### config.mk
export PLATFORM = sky130hd
export DESIGN_NAME = sid_write_sequencer
export DESIGN_NICKNAME = d
export VERILOG_FILES = /design/src/rtl/sid_write_sequencer.sv
export SDC_FILE = /design/constraint.sdc
export NUM_CORES = 1
export LEC_CHECK = 0
export ABC_AREA = 1
export CAP_MARGIN = 5
export CORE_MARGIN = 1.5
export CORE_UTILIZATION = 41
export DETAILED_ROUTE_END_ITERATION = 7
export HOLD_SLACK_MARGIN = 0.08
export PLACE_DENSITY = 0.8
export SLEW_MARGIN = 20
export SYNTH_ARGS = -nofsm -noshare
export SYNTH_HDL_FRONTEND = slang
export SYNTH_SLANG_ARGS = --single-unit
### constraint.sdc
create_clock -name clk -period 1.8 [get_ports clk]
set_input_delay 0.18 -clock clk [delete_from_list [all_inputs] [get_ports clk]]
set_output_delay 0.18 -clock clk [all_outputs]
set_load 0.02 [all_outputs]
### src/rtl/sid_write_sequencer.sv
// Two-master arbiter and strobe sequencer for the tt_um_sid register write port.
// Round-robin grant with optional burst lock; outputs registered except req_ready.
module sid_write_sequencer #(
  parameter int SETUP_CYC  = 1,
  parameter int STROBE_CYC = 2,
  parameter int HOLD_CYC   = 1,
  parameter int CNT_W      = 16
) (
  input  logic             clk,
  input  logic             rst,
  input  logic [1:0]       req_valid,
  input  logic [1:0]       req_lock,
  input  logic [5:0]       req_addr,
  input  logic [3:0]       req_voice,
  input  logic [15:0]      req_data,
  output logic [1:0]       req_ready,
  output logic [7:0]       bus_ctrl,
  output logic [7:0]       bus_data,
  output logic             busy,
  output logic             owner,
  output logic [CNT_W-1:0] wr_count
);

  localparam int CNT_MAX = (SETUP_CYC > STROBE_CYC) ?
                           ((SETUP_CYC > HOLD_CYC) ? SETUP_CYC : HOLD_CYC) :
                           ((STROBE_CYC > HOLD_CYC) ? STROBE_CYC : HOLD_CYC);
  localparam int TW = (CNT_MAX > 1) ? $clog2(CNT_MAX) : 1;

  typedef enum logic [1:0] {IDLE, SETUP, STROBE, HOLD} state_t;

  state_t           state_q, state_d;
  logic [TW-1:0]    cnt_q, cnt_d;
  logic             lock_q, lock_d;
  logic             prio_q, prio_d;
  logic             owner_q, owner_d;
  logic             busy_q, busy_d;
  logic [7:0]       bus_ctrl_q, bus_ctrl_d;
  logic [7:0]       bus_data_q, bus_data_d;
  logic [CNT_W-1:0] wr_count_q, wr_count_d;

  logic       grant_v;
  logic       grant_idx;
  logic [2:0] g_addr;
  logic [1:0] g_voice;
  logic [7:0] g_data;
  logic       g_lock;

  // A live lock on a still-valid owner beats the round-robin pointer.
  always_comb begin
    grant_v   = 1'b0;
    grant_idx = prio_q;
    if (!rst && state_q == IDLE && req_valid != 2'b00) begin
      grant_v = 1'b1;
      if (lock_q && req_valid[owner_q]) grant_idx = owner_q;
      else if (req_valid == 2'b11)      grant_idx = prio_q;
      else                              grant_idx = req_valid[1];
    end
  end

  assign req_ready = grant_v ? (grant_idx ? 2'b10 : 2'b01) : 2'b00;
  assign g_addr    = grant_idx ? req_addr[5:3]   : req_addr[2:0];
  assign g_voice   = grant_idx ? req_voice[3:2]  : req_voice[1:0];
  assign g_data    = grant_idx ? req_data[15:8]  : req_data[7:0];
  assign g_lock    = req_lock[grant_idx];

  always_comb begin
    state_d    = state_q;
    cnt_d      = cnt_q;
    lock_d     = lock_q;
    prio_d     = prio_q;
    owner_d    = owner_q;
    bus_ctrl_d = bus_ctrl_q;
    bus_data_d = bus_data_q;
    wr_count_d = wr_count_q;
    case (state_q)
      IDLE: begin
        bus_ctrl_d = 8'h00;
        if (lock_q && !req_valid[owner_q]) lock_d = 1'b0;
        if (grant_v) begin
          bus_ctrl_d = {3'b000, g_voice, g_addr};
          bus_data_d = g_data;
          lock_d     = g_lock;
          owner_d    = grant_idx;
          prio_d     = ~grant_idx;
          state_d    = SETUP;
          cnt_d      = TW'(SETUP_CYC - 1);
        end
      end
      SETUP: begin
        if (cnt_q == '0) begin
          state_d       = STROBE;
          cnt_d         = TW'(STROBE_CYC - 1);
          bus_ctrl_d[7] = 1'b1;
        end else begin
          cnt_d = cnt_q - TW'(1);
        end
      end
      STROBE: begin
        if (cnt_q == '0) begin
          state_d       = HOLD;
          cnt_d         = TW'(HOLD_CYC - 1);
          bus_ctrl_d[7] = 1'b0;
        end else begin
          cnt_d = cnt_q - TW'(1);
        end
      end
      HOLD: begin
        if (cnt_q == '0) begin
          state_d    = IDLE;
          bus_ctrl_d = 8'h00;
          wr_count_d = wr_count_q + CNT_W'(1);
        end else begin
          cnt_d = cnt_q - TW'(1);
        end
      end
      default: state_d = IDLE;
    endcase
    busy_d = (state_d != IDLE);
  end

  always_ff @(posedge clk or posedge rst) begin
    if (rst) begin
      state_q    <= IDLE;
      cnt_q      <= '0;
      lock_q     <= 1'b0;
      prio_q     <= 1'b0;
      owner_q    <= 1'b0;
      busy_q     <= 1'b0;
      bus_ctrl_q <= 8'h00;
      bus_data_q <= 8'h00;
      wr_count_q <= '0;
    end else begin
      state_q    <= state_d;
      cnt_q      <= cnt_d;
      lock_q     <= lock_d;
      prio_q     <= prio_d;
      owner_q    <= owner_d;
      busy_q     <= busy_d;
      bus_ctrl_q <= bus_ctrl_d;
      bus_data_q <= bus_data_d;
      wr_count_q <= wr_count_d;
    end
  end

  assign bus_ctrl = bus_ctrl_q;
  assign bus_data = bus_data_q;
  assign busy     = busy_q;
  assign owner    = owner_q;
  assign wr_count = wr_count_q;

endmodule

Word-level counts from Yosys, hierarchy flattened
Index checks and enable logic that the tools add are counted.
{ "op_classes": {"add_sub_neg": 2, "magnitude_cmp": 2, "n_eq_ne": 8, "mux": 30, "n_bitwise": 2, "reduce_logical": 17} }
{ "ops": {"columns": ["cell", "n"], "rows": [
  ["$add A16 B1 Y16 const B", 1],
  ["$mux W8", 2],
  ["$mux W1", 15],
  ["$mux W2", 7],
  ["$pmux W7 S2", 1],
  ["$ne A2 B2 Y1 const B", 4],
  ["$pmux W2 S4", 1],
  ["$reduce_and A2 Y1", 4],
  ["$reduce_bool A2 Y1", 4],
  ["$eq A2 B2 Y1 const B", 3],
  ["$mux W5", 1],
  ["$logic_and A1 B1 Y1", 4],
  ["$lt A1 B2 Y1 const B", 2],
  ["$pmux W1 S4", 1],
  ["$mux W3", 1],
  ["$pmux W1 S3", 1],
  ["$reduce_and A3 Y1", 1],
  ["$eq A2 B1 Y1 const B", 1],
  ["$logic_not A1 Y1", 2],
  ["$logic_not A2 Y1", 1],
  ["$not A1 Y1", 2],
  ["$reduce_or A2 Y1", 1],
  ["$sub A1 B1 Y1 const B", 1]
]} }
{ "word_totals": {"regBits": 39, "input_bits": 32, "output_inout_bits": 36, "elab_cells": 71} }

Longest topological paths before layout
{ "depth": {"ltp_word": 8, "depth_mapped": 9, "mapped_depth_nobuf": 9} }

Worst setup path after synthesis
No wires, ideal clock.
{ "synth_path": {"path_type": "input to register", "from": "in rst", "to": "reg bus_data_q[3], in the netlist bus_data[3]", "setup_ps": 124, "arrival_time_ps": 1675, "t_required_ps": 1676, "setup_slack_ps": 0, "stages": 7, "n_path_buf": 1, "cell_sequence": "inv_1 nand3_4 nor2_4 nand2_4 buf_6 nand3_1 nand3_1"} }
{ "synth_between": {"elab_chain_len": 5, "word_cells_on_any_way": 7, "classes_between": "3 x mux; 4 x reduce/logical"} }
{ "synth_rtl": {"columns": ["item", "line_no", "source"], "rows": [
  ["start: declaration", "10", "input logic rst,"],
  ["$logic_not A1 Y1 (no line) *", null, null],
  ["$logic_and A1 B1 Y1 * (2 in a row)", "52", "if (!rst && state_q == IDLE && req_valid != 2'b00) begin"],
  ["$mux W1", "52", null],
  ["$mux W8 or $reduce_and A2 Y1 (tied branches)", null, null],
  ["end signal: assignment", "140", "bus_data_q <= bus_data_d;"],
  ["end: declaration", "38", "logic [7:0] bus_data_q, bus_data_d;"]
]} }
Mark *: on every way between the ends. The rest lies on a longest branch, timed or not.
A chain may end at the register's enable or synchronous reset.

Worst setup path after layout
{ "layout_path": {"from": "reg state_q[0]", "to": "out req_ready[0]"} }
{ "layout_between": {"elab_chain_len": 6, "word_cells_on_any_way": 7, "classes_between": "4 x mux; 3 x reduce/logical"} }
{ "layout_rtl": {"columns": ["item", "line_no", "source"], "rows": [
  ["start: declaration", "31", "state_t state_q, state_d;"],
  ["start signal: assignment", "133", "state_q <= state_d;"],
  ["$logic_not A2 Y1 *", "52", null],
  ["$logic_and A1 B1 Y1 * (2 in a row)", "52", null],
  ["$mux W1", "52", null],
  ["$mux W2", "60", "assign req_ready = grant_v ? (grant_idx ? 2'b10 : 2'b01) : 2'b00;"],
  ["$mux W2 *", "60", null],
  ["end: declaration", "16", "output logic [1:0] req_ready,"]
]} }
Marked as above.

==> results.md <==
* Status: completed
* GRT Overall Usage at 0.180
* Clock root buffer: clkbuf_8
* Layout cells sized above 1 at 0.112
* Area contributors post-synth: dfrtp_1 46%, nand2_1 20%, nand3_1 6.0%
* Initial Util at 0.426
* Seq/Total Area, Yosys at 0.464
* EDFF count, synth at 0
* Largest net degree at the start of global routing at 38
* WL final at 4.30 mm
* Worst-path clk slew at 0.08 ns
* Yosys reg bits at 37
* Mean Syn Cell Area at 7.71 µm²
* Fin. Hold Viols at 0
* Synth cell count leaders: 109 x nand2_1, 37 x dfrtp_1, 24 x inv_1, 24 x nand3_1, 17 x nor2_1
* Synth Area in XOR/XNOR at 0.0439
* Die W at 72.8 µm
* Grt met1 use at 0.218
* Hold_buf cts at 0
* VDD IR max at 0.737 mV
* Comb power frac at 0.489
* Non-Filler Instances at 393
* Period utilization at 0.944
* Final number of setup-violating endpoints at 0
* Fin nets at 371
* CP cell instances: nor2_4 > nand3_4 > nor2_4 > nand2_4 > clkinv_2 > dlygate4sd2_1
* Sink Count at 37
* P_sw at 1.55 mW
* Minimum clock period at 1.70 ns
* Crit-path max FO at 4
* Vias in the first global route at 1744
* Simple-gate share of the synthesized area at 0.393
* Synth Area in Adders at 0.00627
* Reg power frac at 0.349
* CP Data Arrival Time at 1.52 ns
* Switching Share at 0.402
* Clock Skew at 0.00932 ns
* Fill count at 423
* Vias at 1813
* Compound-Gate Fraction of Synth Area at 0.0213
* Routability Congestion at 0.819
* CTS tree: done
* Global-route wire length before repair at 7.45 mm
* DP Wirelength at 3.34 mm
* CP startpoint kind: flip-flop
* Inst Count DP at 384
* ANT cells at 0
* Die H at 72.8 µm
* Pwr/cell area at 1350 nW/µm²
* Top FF cell, synth: dfrtp_1
* M3 GR Usage at 0.0525
* IO Pins at 68
* Yosys top cell by area: dfrtp_1
* Pre-CTS setup slack at -0.157 ns
* Top cell type's share of synthesized area at 0.464
* Critical path endpoint category: output port
* Reg-to-reg setup timing slack at 0.31 ns
* Largest family of logic cells by synthesized area: simple AND/OR/NAND/NOR gates
* Slowest stage cell, crit path: dfrtp_2
* DRT iter0 DRCs at 94
* H-tree levels at 2
* Max Slew Vio Count at 0
* Grt ovf at 0
* WS Path Type: reg -> out
* Worst path max stage delay at 0.43 ns
* Via density at 4.61
* Max-cap viol count at 0
* Worst-Skew Late Latency at 0.28 ns
* Post-Syn Area at 2000 µm²
* Met2 GRT Util at 0.311
* CTS buffer count at 5
* Synth-to-Final Area Change at 43.4%
* PortBufs at 65
* GRT busiest layer: met2
* FFs w/ async S/R, synth at 1.00
* Clock power share at 0.162
* Final ANT Viol Nets at 0
* Synth warn at 0
* P_leak at 1.42 nW
* Mux cell area share after synthesis at 0
* Crit path max-delay family: simple AND/OR/NAND/NOR gates
* Final Total Pwr at 3.85 mW
* Drt pass-1 iters at 4
* Rows at 25
* Synth cell types at 27
* Internal power at 2.30 mW
* Final core occ at 0.610
* WL per Instance at 10.9 µm
* Initial antenna violation count at 0
* Die ar. at 5300 µm²
* Core Region at 4690 µm²
* Clock buffer depth at 2
* Max Fclk at 589 MHz
* Worst hold path class: in -> async
* CP required at 1.62 ns
* # DRC at 0
* Setup repair after global routing missed its margin: false
* WP buf/inv at 2
* Most common cell in the synthesized netlist: nand2_1
* Gate Count Post-Synth at 259
* CP most frequent cell: nor2_4
* Setup ws final at 0.101 ns
final timing paths:
path / from / to / cells past startpoint
worst max-delay path: state_q[0] / req_ready[0] / 6
worst min-delay path: rst / bus_data[0] / 3
worst max register to register: cnt_q / wr_count[9] / 8
worst min register to register: bus_data[7] / bus_data[7] / 2
max in group asynchronous: rst / state_q[0] / 3
min in group clk: req_data[0] / bus_data[0] / 3
area by class of cell:
cell class / instances / area (µm²) / area share
multi-input combinational: 191 / 938 / 0.328
sequential: 37 / 927 / 0.324
timing repair buffer: 76 / 727 / 0.254
inverter: 27 / 103 / 0.0358
clock buffer: 7 / 96.3 / 0.0336
tap: 54 / 67.6 / 0.0236
clock inverter: 1 / 5.00 / 0.00175
power groups by stage:
stage / sequential (mW) / clock, mW / combinational [mW]
6_report: 1.35 / 0.624 / 1.88
5_1_grt: 1.38 / 0.688 / 2.06
4_1_cts: 1.35 / 0.641 / 1.88
3_5_place_dp: 1.35 / 0 / 1.89
3_3_place_gp: 1.36 / 0 / 1.85
2_1_floorplan: 1.62 / 0 / 0.789
layer usage:
layer | part of all wire | wire, µm | vias to the layer above
li1 | - | - | 950
met1 | 0.46 | 1970 | 806
met2 | 0.47 | 2040 | 52
met3 | 0.060 | 257 | 5
met4 | 0.010 | 43 | 0
met5 | 0 | 0 | -
cells by family after synthesis:
| logic type | count (synthesis) |
|---|---|
| DFF | 37 |
| buffers and inverters | 32 |
| and+or+nand+nor | 170 |
| adders and majority gates | 1 |
| xor gates and xnor gates | 10 |
| other | 1 |
| AOI/OAI and AO/OA | 8 |
worst register-to-register path: stages, from the launching register on:
cell     delay, ns
dfrtp_1       0.44
inv_1         0.10
nand2_1       0.11
nor2_4        0.27
nand4_4       0.15
nor2_4        0.14
nand2_1       0.07
nand2_1       0.05
nand2_1       0.05
state kept, by name (all words and copies together) (netlist names):
signal,count
state_q,2
lock_q,1
busy,1
cnt_q,1
wr_count,16
owner,1
bus_data,8
bus_ctrl,6
prio_q,1
placed cells by master (no fill, tap or decap), types with 6 or more instances in the layout:
cell / netlist / layout
nor2_4: 6 / 6
o21ai_0: 6 / 6
clkdlybuf4s50_1: 0 / 63
nor2_1: 17 / 16
buf_4: 2 / 11
clkbuf_8: 0 / 7
nand2_1: 109 / 109
dfrtp_1: 37 / 36
inv_1: 24 / 24
nand3_1: 24 / 24
per-stage QoR:
step                      hold WS, ns  setup TNS [ns]  area [µm²]
after global placement          0.468          -0.218        2760
after global routing            0.454               0        2860
after floorplan                 0.313               0        2000
after CTS                       0.452               0        2860
after detailed placement        0.475          -0.286        2760
final                           0.429               0        2860
what timing repair did:
action / in CTS / in global routing
gates resized for setup: 3 / 3
endpoints found under the setup margin: 2 / 1
buffers inserted: 0 / 1
pin swaps: 0 / 1
(Power assumes the default switching activity.)
